**src/rtl/reset_sequencer_pkg.sv**
```systemverilog
// Shared definitions for the reset sequencer: state encoding, default
// parameter values and small elaboration-time helpers.
package reset_sequencer_pkg;

   localparam int DEF_LOCK_FILTER  = 16;
   localparam int DEF_HOLD_CYCLES  = 1024;
   localparam int DEF_INIT_TIMEOUT = 65535;
   localparam int DEF_MAX_RETRIES  = 3;

   typedef enum logic [2:0] {
      ST_WAIT_LOCK = 3'd0,
      ST_HOLD      = 3'd1,
      ST_WAIT_INIT = 3'd2,
      ST_RUN       = 3'd3,
      ST_FAULT     = 3'd4
   } seq_state_e;

   // Bits needed to hold values 0..n-1, never less than one bit.
   function automatic int cnt_width(input int n);
      return (n < 2) ? 1 : $clog2(n);
   endfunction

   function automatic int max_int(input int a, input int b);
      return (a > b) ? a : b;
   endfunction

endpackage

```
**src/rtl/reset_sequencer_lock_filter.sv**
```systemverilog
// PLL lock qualification: two-flop synchronizer followed by a saturating
// counter of consecutive synchronized-high cycles.
module reset_sequencer_lock_filter
   import reset_sequencer_pkg::*;
#(
   parameter int LOCK_FILTER = DEF_LOCK_FILTER
) (
   input  logic clk,
   input  logic rst_n,
   input  logic i_pll_locked,
   output logic o_lock_s,
   output logic o_lock_ok
);

   // Counter must be able to hold LOCK_FILTER itself; it saturates there.
   localparam int CNT_W = cnt_width(LOCK_FILTER + 1);
   localparam logic [CNT_W-1:0] CNT_MAX = CNT_W'(LOCK_FILTER);

   logic             r_sync1;
   logic             r_sync2;
   logic [CNT_W-1:0] r_cnt;

   // Bring the asynchronous lock indication into the clk domain.
   always_ff @(posedge clk or negedge rst_n) begin
      if (!rst_n) begin
         r_sync1 <= 1'b0;
         r_sync2 <= 1'b0;
      end else begin
         r_sync1 <= i_pll_locked;
         r_sync2 <= r_sync1;
      end
   end

   // Count consecutive high samples; any low sample restarts the count.
   always_ff @(posedge clk or negedge rst_n) begin
      if (!rst_n) begin
         r_cnt <= '0;
      end else if (!r_sync2) begin
         r_cnt <= '0;
      end else if (r_cnt != CNT_MAX) begin
         r_cnt <= r_cnt + CNT_W'(1);
      end
   end

   assign o_lock_s  = r_sync2;
   assign o_lock_ok = (r_cnt == CNT_MAX);

endmodule

```
**src/rtl/reset_sequencer.sv**
```systemverilog
// Power-up reset sequencer: qualifies PLL lock, holds all domains in reset,
// releases core and codec, waits for codec init (with bounded retries),
// then releases the DSP datapath.
//
//   state        | meaning
//   -------------+------------------------------------------------------
//   WAIT_LOCK    | all resets asserted, waiting for filtered PLL lock
//   HOLD         | fixed settle time; codec/dsp in reset, core held low
//                | only on the first attempt
//   WAIT_INIT    | core and codec released, waiting for codec_init_done
//   RUN          | everything released, sequencing complete
//   FAULT        | init retries exhausted; core up, codec/dsp held
module reset_sequencer
   import reset_sequencer_pkg::*;
#(
   parameter int LOCK_FILTER  = DEF_LOCK_FILTER,
   parameter int HOLD_CYCLES  = DEF_HOLD_CYCLES,
   parameter int INIT_TIMEOUT = DEF_INIT_TIMEOUT,
   parameter int MAX_RETRIES  = DEF_MAX_RETRIES
) (
   input  logic       clk,
   input  logic       rst_n,
   input  logic       pll_locked,
   input  logic       codec_init_done,
   output logic       rst_core_n,
   output logic       rst_codec_n,
   output logic       rst_dsp_n,
   output logic       seq_busy,
   output logic       seq_error,
   output logic [1:0] retry_cnt
);

   // One down-counter serves both HOLD and WAIT_INIT; each phase loads
   // its length minus one and ends on the terminal count of zero.
   localparam int TMR_W = cnt_width(max_int(HOLD_CYCLES, INIT_TIMEOUT));
   localparam logic [TMR_W-1:0] HOLD_LOAD = TMR_W'(HOLD_CYCLES - 1);
   localparam logic [TMR_W-1:0] INIT_LOAD = TMR_W'(INIT_TIMEOUT - 1);

   logic             w_lock_s;
   logic             w_lock_ok;

   seq_state_e       r_state;
   seq_state_e       w_state_nxt;
   logic [TMR_W-1:0] r_timer;
   logic [TMR_W-1:0] w_timer_nxt;
   logic [1:0]       r_retry;
   logic [1:0]       w_retry_nxt;

   logic             r_rst_core_n;
   logic             r_rst_codec_n;
   logic             r_rst_dsp_n;
   logic             r_seq_busy;
   logic             r_seq_error;
   logic             w_core_nxt;
   logic             w_codec_nxt;
   logic             w_dsp_nxt;
   logic             w_busy_nxt;
   logic             w_error_nxt;

   reset_sequencer_lock_filter #(
      .LOCK_FILTER (LOCK_FILTER)
   ) u_lock_filter (
      .clk          (clk),
      .rst_n        (rst_n),
      .i_pll_locked (pll_locked),
      .o_lock_s     (w_lock_s),
      .o_lock_ok    (w_lock_ok)
   );

   // Next-state, timer, retry and output decode.
   always_comb begin
      w_state_nxt = r_state;
      w_timer_nxt = r_timer;
      w_retry_nxt = r_retry;
      w_error_nxt = r_seq_error;

      case (r_state)
         ST_WAIT_LOCK: begin
            if (w_lock_ok) begin
               w_state_nxt = ST_HOLD;
               w_timer_nxt = HOLD_LOAD;
            end
         end
         ST_HOLD: begin
            if (!w_lock_s) begin
               w_state_nxt = ST_WAIT_LOCK;
            end else if (r_timer == '0) begin
               w_state_nxt = ST_WAIT_INIT;
               w_timer_nxt = INIT_LOAD;
            end else begin
               w_timer_nxt = r_timer - TMR_W'(1);
            end
         end
         ST_WAIT_INIT: begin
            // Lock loss outranks both completion and timeout.
            if (!w_lock_s) begin
               w_state_nxt = ST_WAIT_LOCK;
            end else if (codec_init_done) begin
               w_state_nxt = ST_RUN;
               w_error_nxt = 1'b0;
            end else if (r_timer == '0) begin
               w_error_nxt = 1'b1;
               if (r_retry != 2'd3) begin
                  w_retry_nxt = r_retry + 2'd1;
               end
               if (int'(r_retry) + 1 >= MAX_RETRIES) begin
                  w_state_nxt = ST_FAULT;
               end else begin
                  w_state_nxt = ST_HOLD;
                  w_timer_nxt = HOLD_LOAD;
               end
            end else begin
               w_timer_nxt = r_timer - TMR_W'(1);
            end
         end
         ST_RUN, ST_FAULT: begin
            if (!w_lock_s) begin
               w_state_nxt = ST_WAIT_LOCK;
            end
         end
         default: begin
            w_state_nxt = ST_WAIT_LOCK;
         end
      endcase

      if (w_state_nxt == ST_WAIT_LOCK) begin
         w_timer_nxt = '0;
         w_retry_nxt = '0;
         w_error_nxt = 1'b0;
      end

      w_core_nxt  = 1'b0;
      w_codec_nxt = 1'b0;
      w_dsp_nxt   = 1'b0;
      w_busy_nxt  = 1'b1;
      case (w_state_nxt)
         ST_HOLD: begin
            // A retry re-holds only the codec; the core stays released.
            w_core_nxt = (w_retry_nxt != 2'd0);
         end
         ST_WAIT_INIT: begin
            w_core_nxt  = 1'b1;
            w_codec_nxt = 1'b1;
         end
         ST_RUN: begin
            w_core_nxt  = 1'b1;
            w_codec_nxt = 1'b1;
            w_dsp_nxt   = 1'b1;
            w_busy_nxt  = 1'b0;
         end
         ST_FAULT: begin
            w_core_nxt = 1'b1;
            w_busy_nxt = 1'b0;
         end
         default: begin
            w_core_nxt = 1'b0;
         end
      endcase
   end

   // State, counters and registered outputs.
   always_ff @(posedge clk or negedge rst_n) begin
      if (!rst_n) begin
         r_state       <= ST_WAIT_LOCK;
         r_timer       <= '0;
         r_retry       <= '0;
         r_rst_core_n  <= 1'b0;
         r_rst_codec_n <= 1'b0;
         r_rst_dsp_n   <= 1'b0;
         r_seq_busy    <= 1'b1;
         r_seq_error   <= 1'b0;
      end else begin
         r_state       <= w_state_nxt;
         r_timer       <= w_timer_nxt;
         r_retry       <= w_retry_nxt;
         r_rst_core_n  <= w_core_nxt;
         r_rst_codec_n <= w_codec_nxt;
         r_rst_dsp_n   <= w_dsp_nxt;
         r_seq_busy    <= w_busy_nxt;
         r_seq_error   <= w_error_nxt;
      end
   end

   assign rst_core_n  = r_rst_core_n;
   assign rst_codec_n = r_rst_codec_n;
   assign rst_dsp_n   = r_rst_dsp_n;
   assign seq_busy    = r_seq_busy;
   assign seq_error   = r_seq_error;
   assign retry_cnt   = r_retry;

endmodule

```
**config.mk**
```make
export PLATFORM = sky130hd
export DESIGN_NAME = reset_sequencer
export DESIGN_NICKNAME = d
export VERILOG_FILES = /design/src/rtl/reset_sequencer_pkg.sv /design/src/rtl/reset_sequencer_lock_filter.sv /design/src/rtl/reset_sequencer.sv
export SDC_FILE = /design/constraint.sdc
export NUM_CORES = 1
export LEC_CHECK = 0
export CAP_MARGIN = 10
export CORE_UTILIZATION = 45
export DETAILED_ROUTE_END_ITERATION = 10
export DONT_BUFFER_PORTS = 1
export SLEW_MARGIN = 40
export SYNTH_ARGS = -nofsm -noshare
export SYNTH_HDL_FRONTEND = slang
export SYNTH_SLANG_ARGS = --single-unit
```
**constraint.sdc**
```tcl
create_clock -name clk -period 2.92 [get_ports clk]
set_clock_uncertainty 0.15 [all_clocks]
set_input_delay 0.292 -clock clk [delete_from_list [all_inputs] [get_ports clk]]
set_output_delay 0.292 -clock clk [all_outputs]
set_load 0.01 [all_outputs]
```
After elaboration in Yosys (flattened, before gate mapping)
Cells that the tools add are included.
{"block": "totals", "regBits": 33, "input_bits": 4}
{"block": "classes", "addsub": 4, "order_cmp": 1, "n_eq_ne": 17, "n_mux": 35, "n_reduce_logical": 14}
{"cell": "$mux 16", "n": 8}
{"cell": "$pmux 16 s3", "n": 1}
{"cell": "$mux 3", "n": 8}
{"cell": "$logic_not 16->1", "n": 1}
{"cell": "$sub 16x1->16 const B", "n": 1}
{"cell": "$eq 3x2->1 const B", "n": 4}
{"cell": "$mux 2", "n": 6}
{"cell": "$pmux 3 s4", "n": 1}
{"cell": "$mux 5", "n": 2}
{"cell": "$ne 3x2->1 const B", "n": 3}
{"cell": "$mux 1", "n": 8}
{"cell": "$eq 3x1->1 const B", "n": 2}
{"cell": "$eq 3x3->1 const B", "n": 2}
{"cell": "$logic_not 3->1", "n": 2}
{"cell": "$reduce_and 6->1", "n": 1}
{"cell": "$reduce_bool 2->1", "n": 3}
{"cell": "$reduce_or 2->1", "n": 3}
{"cell": "$add 5x1->5 const B", "n": 1}
{"cell": "$eq 5x5->1 const B", "n": 1}
{"cell": "$ne 5x5->1 const B", "n": 1}
{"cell": "$ne 2x2->1 const B", "n": 2}
{"cell": "$ne 4x4->1 const B", "n": 1}
{"cell": "$reduce_bool 4->1", "n": 1}
{"cell": "$add 2x1->3 const B", "n": 1}
{"cell": "other kinds (7)", "n": 7}

Longest topological paths before layout
Gate-level depths: netlist of the first run.
{"block": "logic_depth", "ltp_word": 11, "ltp_mapped": 9, "depth_no_buf": 8}

Modules after synthesis
Synthesis of the first run repeated with hierarchy kept, for this count alone.
{"block": "unflattened", "cells_unflattened": 209, "area_unflattened_um2": 2003.2}
{"mod": "reset_sequencer", "instances": 1, "cells_each": 180, "area_per_inst_um2": 1674.1, "seq_area_each_um2": 651.9}
{"mod": "reset_sequencer_lock_filter", "instances": 1, "cells_each": 29, "area_per_inst_um2": 329.1, "seq_area_each_um2": 175.2}

Least setup slack after synthesis of the first run
OpenSTA, ideal clock, no wires.
{"block": "synth_timing", "path_kind": "register -> register", "start": "register r_timer[0]", "end": "register r_timer[13]", "setup_ns": 0.143, "arrival_time_ns": 2.412, "required_ns": 2.627, "setup_slack_ns": 0.215, "path_stages_with_launch": 9, "synth_period_minus_slack_ns": 2.705, "cell_sequence": "dfrtp_1 inv_1 ha_1 or4b_2 or4_1 clkbuf_1 o221a_2 o31ai_1 a22oi_1"}
{"block": "synth_between", "elab_chain_len": 8}
{"item": "from (decl)", "line_no": "reset_sequencer.sv:44", "source": "logic [TMR_W-1:0] r_timer;"}
{"item": "from (signal assigned)", "line_no": "reset_sequencer.sv:174", "source": "r_timer <= w_timer_nxt;"}
{"item": "branches (longest 8 deep; another with $sub 16x1->16)"}
Parallel ways; which one is timed is not known. The select of a mux whose other input is x is not followed.
A chain may end at the register's enable or synchronous reset.

Worst setup path after layout of the first run
{"block": "layout_timing", "start": "register r_timer[0]", "end": "register r_timer[7]"}
The elaborated chain is that of the path after synthesis.

==> flow_summary.toml, run 1 <==
[finish]
post-route-util_pct = 56.24
multi_input_area_um2 = 1184
diodes = 0
mostFrequentLayoutCell = "dfrtp_1"
mostFrequentLayoutCells = "dfrtp_1 (32), buf_4 (27), nand2_1 (13)"
area_growth_pct = 18.52
nFillCells = 414
seq_area_um2 = 827.0
nNetsFinal = 260
layout-drive-gt1-share_pct = 22.44

[clock_tree]
cts_sinks = 33
cts_tree = "yes"
clk_latency_ps = 290
cts-root-buf = "clkbuf_8"
cts.reportedPaths.clkPinSlew_ps = 70
numCtsBuffers = 5
clockBufferDepth = 2
htreeDepth = 2

[yosys]
netlist.top_cell.by_area = "dfrtp_1"
netlist_area_um2 = 2095
synth.distinct_cells = 57
ys_seq_area_share_pct = 39.49
synth_warnings = 0
synth_cells = 232
synth_adder_area_share_pct = 1.792
synth.mux.area_fraction_pct = 0.9558
synth.avg_cell_area_um2 = 9.028
yosys-top-cells-area = "dfrtp_1 (38%), a211oi_1 (3.2%), clkbuf_1 (2.7%)"
synth-compound-area-share_pct = 23.24
synth_edf_count = 0
synth_seq_cells = 33
synth-xor-area-share_pct = 1.254
ys.flop_type = "dfrtp_1"
synth-simple-area-share_pct = 27.84
synth_fp_nets = 239
synth_top_family_by_area = "simple AND/OR/NAND/NOR gates"
async_reset_ff_share_pct = 100.0
synth_top_area_share_pct = 38.23

[grt]
track_usage_pct = 25.25
antenna_found_initial = 0
grt.overflow.total = 0
grt_pass1_wl_um = 9853
first_global_vias = 1991
grt_max_degree = 34

[critical_path]
endpoint = "r_timer[7]"
crit_path_top_delay_cell = "dfrtp_1"
setup.worst_path.start_class = "flip-flop"
path_common_cell = "buf_4"
r2r_cells = 10
cp.required_ps = 2950
r2r-end = "r_timer[7]"
cp_max_fo = 17
cp_num_cells = 10
crit_chain = "inv_1, ha_1, buf_4, nor3b_1, nand3_1, buf_4, nor4_2, a32oi_1, buf_4, a211oi_1"
r2r-start = "r_timer[0]"
crit_type = "reg2reg"
crit_arrival_ps = 2770
cp-end-kind = "flip-flop"
r2r_setup_slack_ps = 180
path_buf_inv = 4
critPathMaxStageDelay_ps = 390
cpLargestDelayFamily = "simple AND/OR/NAND/NOR gates"
crit_start = "r_timer[0]"

[timing]
worst_pin_slew_ps = 728.3
max_freq_mhz = 364.9
setup_slack_ps = 179.8
drv_slew = 0
holdWs_ps = 126.8
fin_crit_sh_pct = 93.84
finalCriticalPeriod_ps = 2740
setup_violations = 0
relSlewSlack_pct = 50.79
rsz0062_at_grt = "no"
hold_viol_final = 0

[power]
p_leak_nw = 1.040
ir_drop_mv = 0.2552
p_per_area_nw_per_um2 = 378.3
power_mw = 0.9392

[drt]
antenna_violating_nets_post_route = 0
dr.first_iter.drc_count = 212
vias = 2031
drc = 0
wl_per_cell_um = 19.16
avgViaCountPerCell = 6.637
drt_pre_antenna_iters = 5
routed_wl_um = 5862

[place]
portBuffers = 0
place_ws_ps = -156.1
hpwl_um = 3855
gp_congestion = 0.8917

[run_status]
status = "finished, final reports clean"

[floorplan]
ioPinCount = 11
die_w_um = 70.23
die_height_um = 70.23
core_area_um2 = 4414
dieArea_um2 = 4932
core.rowCount = 24
start_util_pct = 47.45

[hold_path]
min-delay-path-class = "in2reg"

[run]
max_cap_violations = 0
-- power by group --
part           internal, mW  switching [mW]  leakage, nW  total [mW]
registers             0.461         0.00570        0.451       0.467
clock network         0.255           0.190       0.0543       0.446
logic                0.0119          0.0146        0.535      0.0265
-- worst min-delay path, cell delays in order --
cell and delay [ps]:
nor4b_1 40, mux2i_1 140, a21oi_1 60
-- worst min-delay path by stage --
stage               slack, ps  depth (start not counted)            start                      to
floorplan                -150                          0            rst_n              r_state[0]
global placement         -150                          0            rst_n  u_lock_filter.r_cnt[1]
detailed placement       -150                          0            rst_n  u_lock_filter.r_cnt[1]
CTS                       120                          3  codec_init_done            retry_cnt[0]
global route              130                          3  codec_init_done            retry_cnt[0]
finish                    130                          3  codec_init_done            retry_cnt[0]
-- state kept, by name, summed over array words and instances, names as in the netlist, 2 cells and up --
signal               flops
r_state                  3
u_lock_filter.r_cnt      5
retry_cnt                2
r_timer                 16
-- cell usage after synthesis, types with 2 or more instances --
cell type  instances
dfrtp_1           32
clkbuf_1          15
nand2_1           13
a21oi_1           11
nor2_1            11
nand3_1           10
nor3_1            10
a211oi_1           9
inv_1              9
nor4_1             9
a31oi_1            8
a22oi_1            7
nor3b_1            6
nand4_1            5
o31ai_1            5
o211ai_1           4
or2_2              4
or4_1              4
and2_1             3
ha_1               3
nand2b_1           3
nor2b_1            3
o21ai_0            3
or3_1              3
xnor2_1            3
a221oi_1           2
a2bb2oi_1          2
a41oi_1            2
mux2i_1            2
nand3b_1           2
o221a_2            2
o41ai_1            2
-- stage by stage --
stage	cell area [µm²]	std cells	setup TNS, ps
detailed placement	2265	291	-2402
finish	2482	306	0
floorplan	2095	232	0
global placement	2265	291	-981.7
global route	2482	306	0
CTS	2462	306	0
-- kinds of logic (layout without fill, tap and decap cells) --
family,count (synthesis),in the layout
fa+ha+maj,3,3
buf+inv,27,49
mux,2,2
flops,33,33
simple gates,97,97
xor+xnor,3,3
compound gates,67,67
-- routing by layer --
layer  routed length (µm)  track usage (%)
met1                 2586            34.17
met5                    0                0
met3                  367            4.762
met2                 2859            39.89
met4                   48            9.778
-- timing repair --
item / 4_1_cts / 5_1_grt
hold buffers: 4 / 0
buffers inserted: 3 / 0
gates resized for setup: 2 / 4
pin swaps: 1 / 0
hold endpoints to repair: 35 / 0
endpoints found under the setup margin: 19 / 12
-- layout make-up --
class,count,share of cell area (%)
clock buffers,5,2.772
multi-input cells,172,47.68
flip-flops and latches,33,33.32
clock inverters,3,1.865
well taps,52,2.621
inverters,10,1.563
repair buffers,31,10.18
Power figures use the tool's default switching activity.
==> run 2, diff against run 1 <==
RECOVER_POWER = 50   (was default)
==> run 2 against run 1 <==
Compared with the run above: the run now ends with max-capacitance violations, max-slew violations left; fmax is 0.37% higher; clock-buffer cell count stayed put; total power is 0.61% lower; highest routed layer unchanged; final cell count stayed put; hold slack better by 3.0 ps; combinational power is 12% lower; register-to-register slack hardly changed.
==> flow_summary.toml, run 2 (synthesis results as in run 1) <==
[timing]
max_freq_mhz = 366.3
finalCriticalPeriod_ps = 2730
worst_pin_slew_ps = 1753
setup_tns_ps = 0
setup_violations = 0
hold_viol_final = 0
setup_slack_ps = 190.0
holdWs_ps = 129.8
relSlewSlack_pct = -16.89
fin_crit_sh_pct = 93.49
drv_slew = 34
rsz0062_at_grt = "no"

[run_status]
status = "complete, but fails checks"
violations = "max-capacitance violations, max-slew violations"

[critical_path]
crit_path_top_delay_cell = "or4b_4"
cp-end-kind = "flip-flop"
r2r-start = "r_timer[0]"
crit_chain = "inv_1, ha_1, or4b_4, or4_4, o221a_2, clkinv_2, nor3_4, buf_4, a211oi_1"
critPathMaxStageDelay_ps = 480
r2r_setup_slack_ps = 190
cpLargestDelayFamily = "simple AND/OR/NAND/NOR gates"
cp_max_fo = 6
path_buf_inv = 3
r2r-end = "r_timer[7]"
crit_type = "reg2reg"
r2r_cells = 9
crit_arrival_ps = 2760
setup.worst_path.start_class = "flip-flop"
cp.required_ps = 2950

[finish]
nNetsFinal = 260
area_growth_pct = 17.74
design_area_um2 = 2466
mostFrequentLayoutCells = "dfrtp_1 (32), buf_4 (27), nand2_1 (13)"
mostFrequentLayoutCell = "dfrtp_1"
regMostFlops = "r_timer"
diodes = 0
layout-drive-gt1-share_pct = 22.05
reg_top3 = "r_timer x16, u_lock_filter.r_cnt x5, r_state x3"
largest_register_ffs = 16

[floorplan]
ioPinCount = 11
die_w_um = 70.23
start_util_pct = 47.45
core_area_um2 = 4414
core.rowCount = 24
die_height_um = 70.23
dieArea_um2 = 4932

[clock_tree]
cts.reportedPaths.clkPinSlew_ps = 70
cts-root-buf = "clkbuf_8"
cts_tree = "yes"
clk_latency_ps = 290
clockBufferDepth = 2
htreeDepth = 2
numCtsBuffers = 5
cts_sinks = 33

[drt]
avgViaCountPerCell = 6.621
dr.first_iter.drc_count = 190
antenna_violating_nets_post_route = 0
drc = 0
vias = 2026
drt_pre_antenna_iters = 5
routed_wl_um = 5828
wl_per_cell_um = 19.05

[place]
portBuffers = 0
gp_congestion = 0.8917
hpwl_um = 3855
placed_area_um2 = 2265
place_ws_ps = -156.1

[grt]
track_usage_pct = 25.25
first_global_vias = 1991
grt.overflow.total = 0
antenna_found_initial = 0
grt_pass1_wl_um = 9853
grt_max_degree = 34

[power]
ir_drop_mv = 0.2535
p_per_area_nw_per_um2 = 378.5
power_mw = 0.9334
p_leak_nw = 1.031

[hold_path]
holdPathEnd = "retry_cnt[0]"
worstHoldStart = "codec_init_done"
hold_path_depth = 3
min-delay-path-class = "in2reg"

[run]
max_cap_violations = 1
## run 2: worst max-delay path by stage
stage	startpoint	to	slack, ps	cells past startpoint
after floorplan	r_timer[0]	r_timer[13]	210	8
after global placement	r_timer[0]	r_timer[10]	-70	8
after detailed placement	r_timer[0]	r_timer[10]	-160	8
after CTS	r_timer[0]	r_timer[7]	30	9
after global routing	r_timer[0]	r_timer[5]	80	10
final	r_timer[0]	r_timer[7]	190	9
## run 2: metrics by stage
| stage | std cells | utilization (%) |
|---|---|---|
| final | 306 | 55.87 |
| after detailed placement | 291 | 51.30 |
| after global placement | 291 | 51.30 |
| after CTS | 306 | 55.78 |
| after floorplan | 232 | - |
| after global routing | 306 | 55.87 |
## run 2: worst register-to-register path: cells and delay by family (launching register included)
kind	cells	cell delay, ps
flip-flops	1	390
AO/OA/AOI/OAI	2	590
buffers and inverters	3	350
AND/OR/NAND/NOR	3	1010
adder cells (fa/ha/maj)	1	160
## run 2: what timing repair did
| item | CTS | global route |
|---|---|---|
| resized for setup | 2 | 4 |
| endpoints found under the hold margin | 35 | 0 |
| pin swaps | 1 | 0 |
| hold buffers | 4 | 0 |
| setup buffers | 3 | 0 |
| setup endpoints to repair | 19 | 12 |
## run 2: cell type report
cell class | instances | area [µm²]
fillers | 417 | 1948
multi-input cells | 172 | 1184
flip-flops and latches | 33 | 827.0
repair buffers | 31 | 236.5
clock buffers | 5 | 68.82
well taps | 52 | 65.06
clock inverters | 3 | 46.29
inverters | 10 | 38.79
## run 2: layer usage
layer | GRT usage [%] | wire (µm) | part of all wire [%]
met2 | 39.89 | 2771 | 48
met5 | 0 | 0 | 0
met4 | 9.778 | 96 | 1.6
met1 | 34.17 | 2656 | 46
met3 | 4.762 | 304 | 5.2
## run 2: report_power, final
group	internal (mW)	switching, mW	leakage (nW)	total, mW
Combinational	0.00938	0.0139	0.526	0.0233
Sequential	0.461	0.00572	0.451	0.467
Clock	0.255	0.188	0.0543	0.443
Total	0.726	0.207	1.03	0.933
==> run 3, diff against run 2 <==
ABC_AREA = 1   (was default)
HOLD_SLACK_MARGIN = 0.03   (was default)
==> run 3 against run 2 <==
Compared with the run above: the run now ends clean; first-iteration DRC count shrank 30%; flip-flop and latch count stayed put; via count shrank 10%; sequential power about the same; hold slack got worse by 7.9 ps; final cell count grew 25%; area after synthesis grew 5.0%; register-to-register slack gained 580 ps; worst setup slack better by 580 ps; cell area fell by 3.5%; global-route usage fell by 5.2 points.
==> flow_summary.toml, run 3 <==
[run_status]
status = "finished, final reports clean"

[critical_path]
r2r_setup_slack_ps = 770
critPathMaxStageDelay_ps = 360
r2r_cells = 11
cp.required_ps = 2930
crit_path_top_delay_cell = "dfrtp_1"
crit_chain = "inv_1, ha_1, nand2_2, nor2_4, nand3_1, nand2_1, nand2_2, nand2_4, nor2_1, nor2_1, nor2_2"
crit_type = "reg2reg"
cp_max_fo = 17
r2r-start = "r_timer[0]"
crit_arrival_ps = 2160
setup.worst_path.start_class = "flip-flop"
r2r-end = "r_timer[14]"
cp-end-kind = "flip-flop"

[drt]
wl_per_cell_um = 12.14
vias = 1822
avgViaCountPerCell = 4.770
routed_wl_um = 4638
drt_pre_antenna_iters = 4
antenna_violating_nets_post_route = 0
drc = 0
dr.first_iter.drc_count = 133

[timing]
setup_tns_ps = 0
drv_slew = 0
fin_crit_sh_pct = 73.66
hold_viol_final = 0
setup_slack_ps = 769.2
max_freq_mhz = 464.9
finalCriticalPeriod_ps = 2151
rsz0062_at_grt = "no"
relSlewSlack_pct = 67.59
setup_violations = 0
worst_pin_slew_ps = 485.1

[clock_tree]
cts_tree = "yes"
clockBufferDepth = 2
cts.reportedPaths.clkPinSlew_ps = 80
cts-root-buf = "clkbuf_8"
cts_sinks = 33
htreeDepth = 2
numCtsBuffers = 5
clk_latency_ps = 290

[yosys]
synth.avg_cell_area_um2 = 7.142
synth_fp_nets = 315
synth_top_area_share_pct = 36.41
netlist.top_cell.by_area = "dfrtp_1"
synth_cells = 308
synth_warnings = 0
yosys-top-cells-area = "dfrtp_1 (36%), nand2_1 (13%), nor2_1 (8.7%)"
synth.distinct_cells = 34
ys_seq_area_share_pct = 37.60
netlist_area_um2 = 2200
synth_seq_cells = 33
synth_edf_count = 0
ys.flop_type = "dfrtp_1"
yosysMostFrequentCell = "nand2_1"
async_reset_ff_share_pct = 100.0
synth_common_cells = "nand2_1 (79), nor2_1 (51), inv_1 (39), dfrtp_1 (32), nand3_1 (28)"

[place]
place_ws_ps = 810.3
portBuffers = 0
placed_area_um2 = 2245
gp_congestion = 0.8341
hpwl_um = 3308

[floorplan]
core_area_um2 = 4723
dieArea_um2 = 5172
start_util_pct = 46.57
core.rowCount = 25
die_w_um = 71.92
ioPinCount = 11
die_height_um = 71.92

[grt]
track_usage_pct = 20.03
grt_pass1_wl_um = 8004
grt.overflow.total = 0
grt_max_degree = 34
first_global_vias = 1716
antenna_found_initial = 0

[finish]
area_growth_pct = 8.248
mostFrequentLayoutCell = "nand2_1"
largest_register_ffs = 16
regMostFlops = "r_timer"
design_area_um2 = 2381
nFillCells = 487
nNetsFinal = 321
reg_top3 = "r_timer x16, u_lock_filter.r_cnt x5, r_state x3"
post-route-util_pct = 50.41
layout-drive-gt1-share_pct = 14.29
mostFrequentLayoutCells = "nand2_1 (79), nor2_1 (51), inv_1 (39)"
diodes = 0

[run]
max_cap_violations = 0

[power]
ir_drop_mv = 0.2246
p_per_area_nw_per_um2 = 361.2
power_mw = 0.8600
p_leak_nw = 1.280

[hold_path]
holdPathEnd = "seq_error"
worstHoldStart = "codec_init_done"
hold_path_depth = 5
min-delay-path-class = "in2reg"
run 3: cell types whose count changed after synthesis, moves of 8 or more:
cell / previous run / this run
nand2_1: 13 / 79
nor2_1: 11 / 51
inv_1: 9 / 39
nand3_1: 10 / 28
nor2_2: 0 / 16
clkbuf_1: 15 / 0
nor3_1: 10 / 1
nor4_1: 9 / 0
a211oi_1: 9 / 1
a31oi_1: 8 / 0
run 3: kinds of logic (layout without fill, tap and decap cells):
group / after synthesis / in the layout / synth area share, %
and+or+nand+nor: 199 / 199 / 43.12
DFF: 33 / 33 / 37.60
buffers and inverters: 46 / 53 / 8.930
xor gates and xnor gates: 5 / 5 / 1.991
adders and majority gates: 3 / 3 / 1.707
AOI/OAI and AO/OA: 22 / 22 / 6.656
run 3: worst max-delay path by stage:
stage / start / end / slack, ps / depth (start not counted)
global placement: r_timer[0] / r_timer[1] / 810 / 11
detailed placement: r_timer[0] / r_timer[13] / 810 / 11
floorplan: r_timer[0] / retry_cnt[1] / 1050 / 15
CTS: r_timer[0] / r_timer[15] / 780 / 11
global route: r_timer[0] / r_timer[10] / 580 / 11
finish: r_timer[0] / r_timer[14] / 770 / 11
run 3: worst max-delay path: cells and delay by family (launching register included):
family        cells  cell delay, ps
flops             1             360
fa+ha+maj         1             220
buf+inv           1             120
simple gates      9            1160
run 3: final cells by class:
type / instances / area (µm²) / area share [%]
well taps: 67 / 83.83 / 3.521
multi-input cells: 229 / 1176 / 49.40
clock inverters: 2 / 13.76 / 0.5780
flip-flops and latches: 33 / 827.0 / 34.73
clock buffers: 6 / 82.58 / 3.468
repair buffers: 3 / 40.04 / 1.682
inverters: 42 / 157.7 / 6.621
run 3: timing repair:
item	CTS	global route
gates resized for setup	0	0
buffers inserted	0	0
endpoints found under the hold margin	34	0
hold buffers	3	0
run 3: per-stage QoR:
step | std cells | hold WS, ps
finish | 382 | 121.9
global route | 382 | 155.1
CTS | 382 | 112.3
detailed placement | 371 | -152.1
global placement | 371 | -152.5
floorplan | 308 | -153.6
run 3: layer usage:
metal,track usage (%),vias to the layer above,routed length (µm)
met3,4.167,5,157
met1,29.92,808,2452
li1,-,978,-
met4,5.447,0,42
met2,29.45,31,1986
met5,0,-,0
run 3: power breakdown:
part	leakage [nW]	switching (mW)	internal (mW)	total, mW
clock network	0.0512	0.177	0.191	0.368
logic	0.778	0.0167	0.00915	0.0258
registers	0.451	0.00451	0.462	0.466
total	1.28	0.198	0.662	0.860
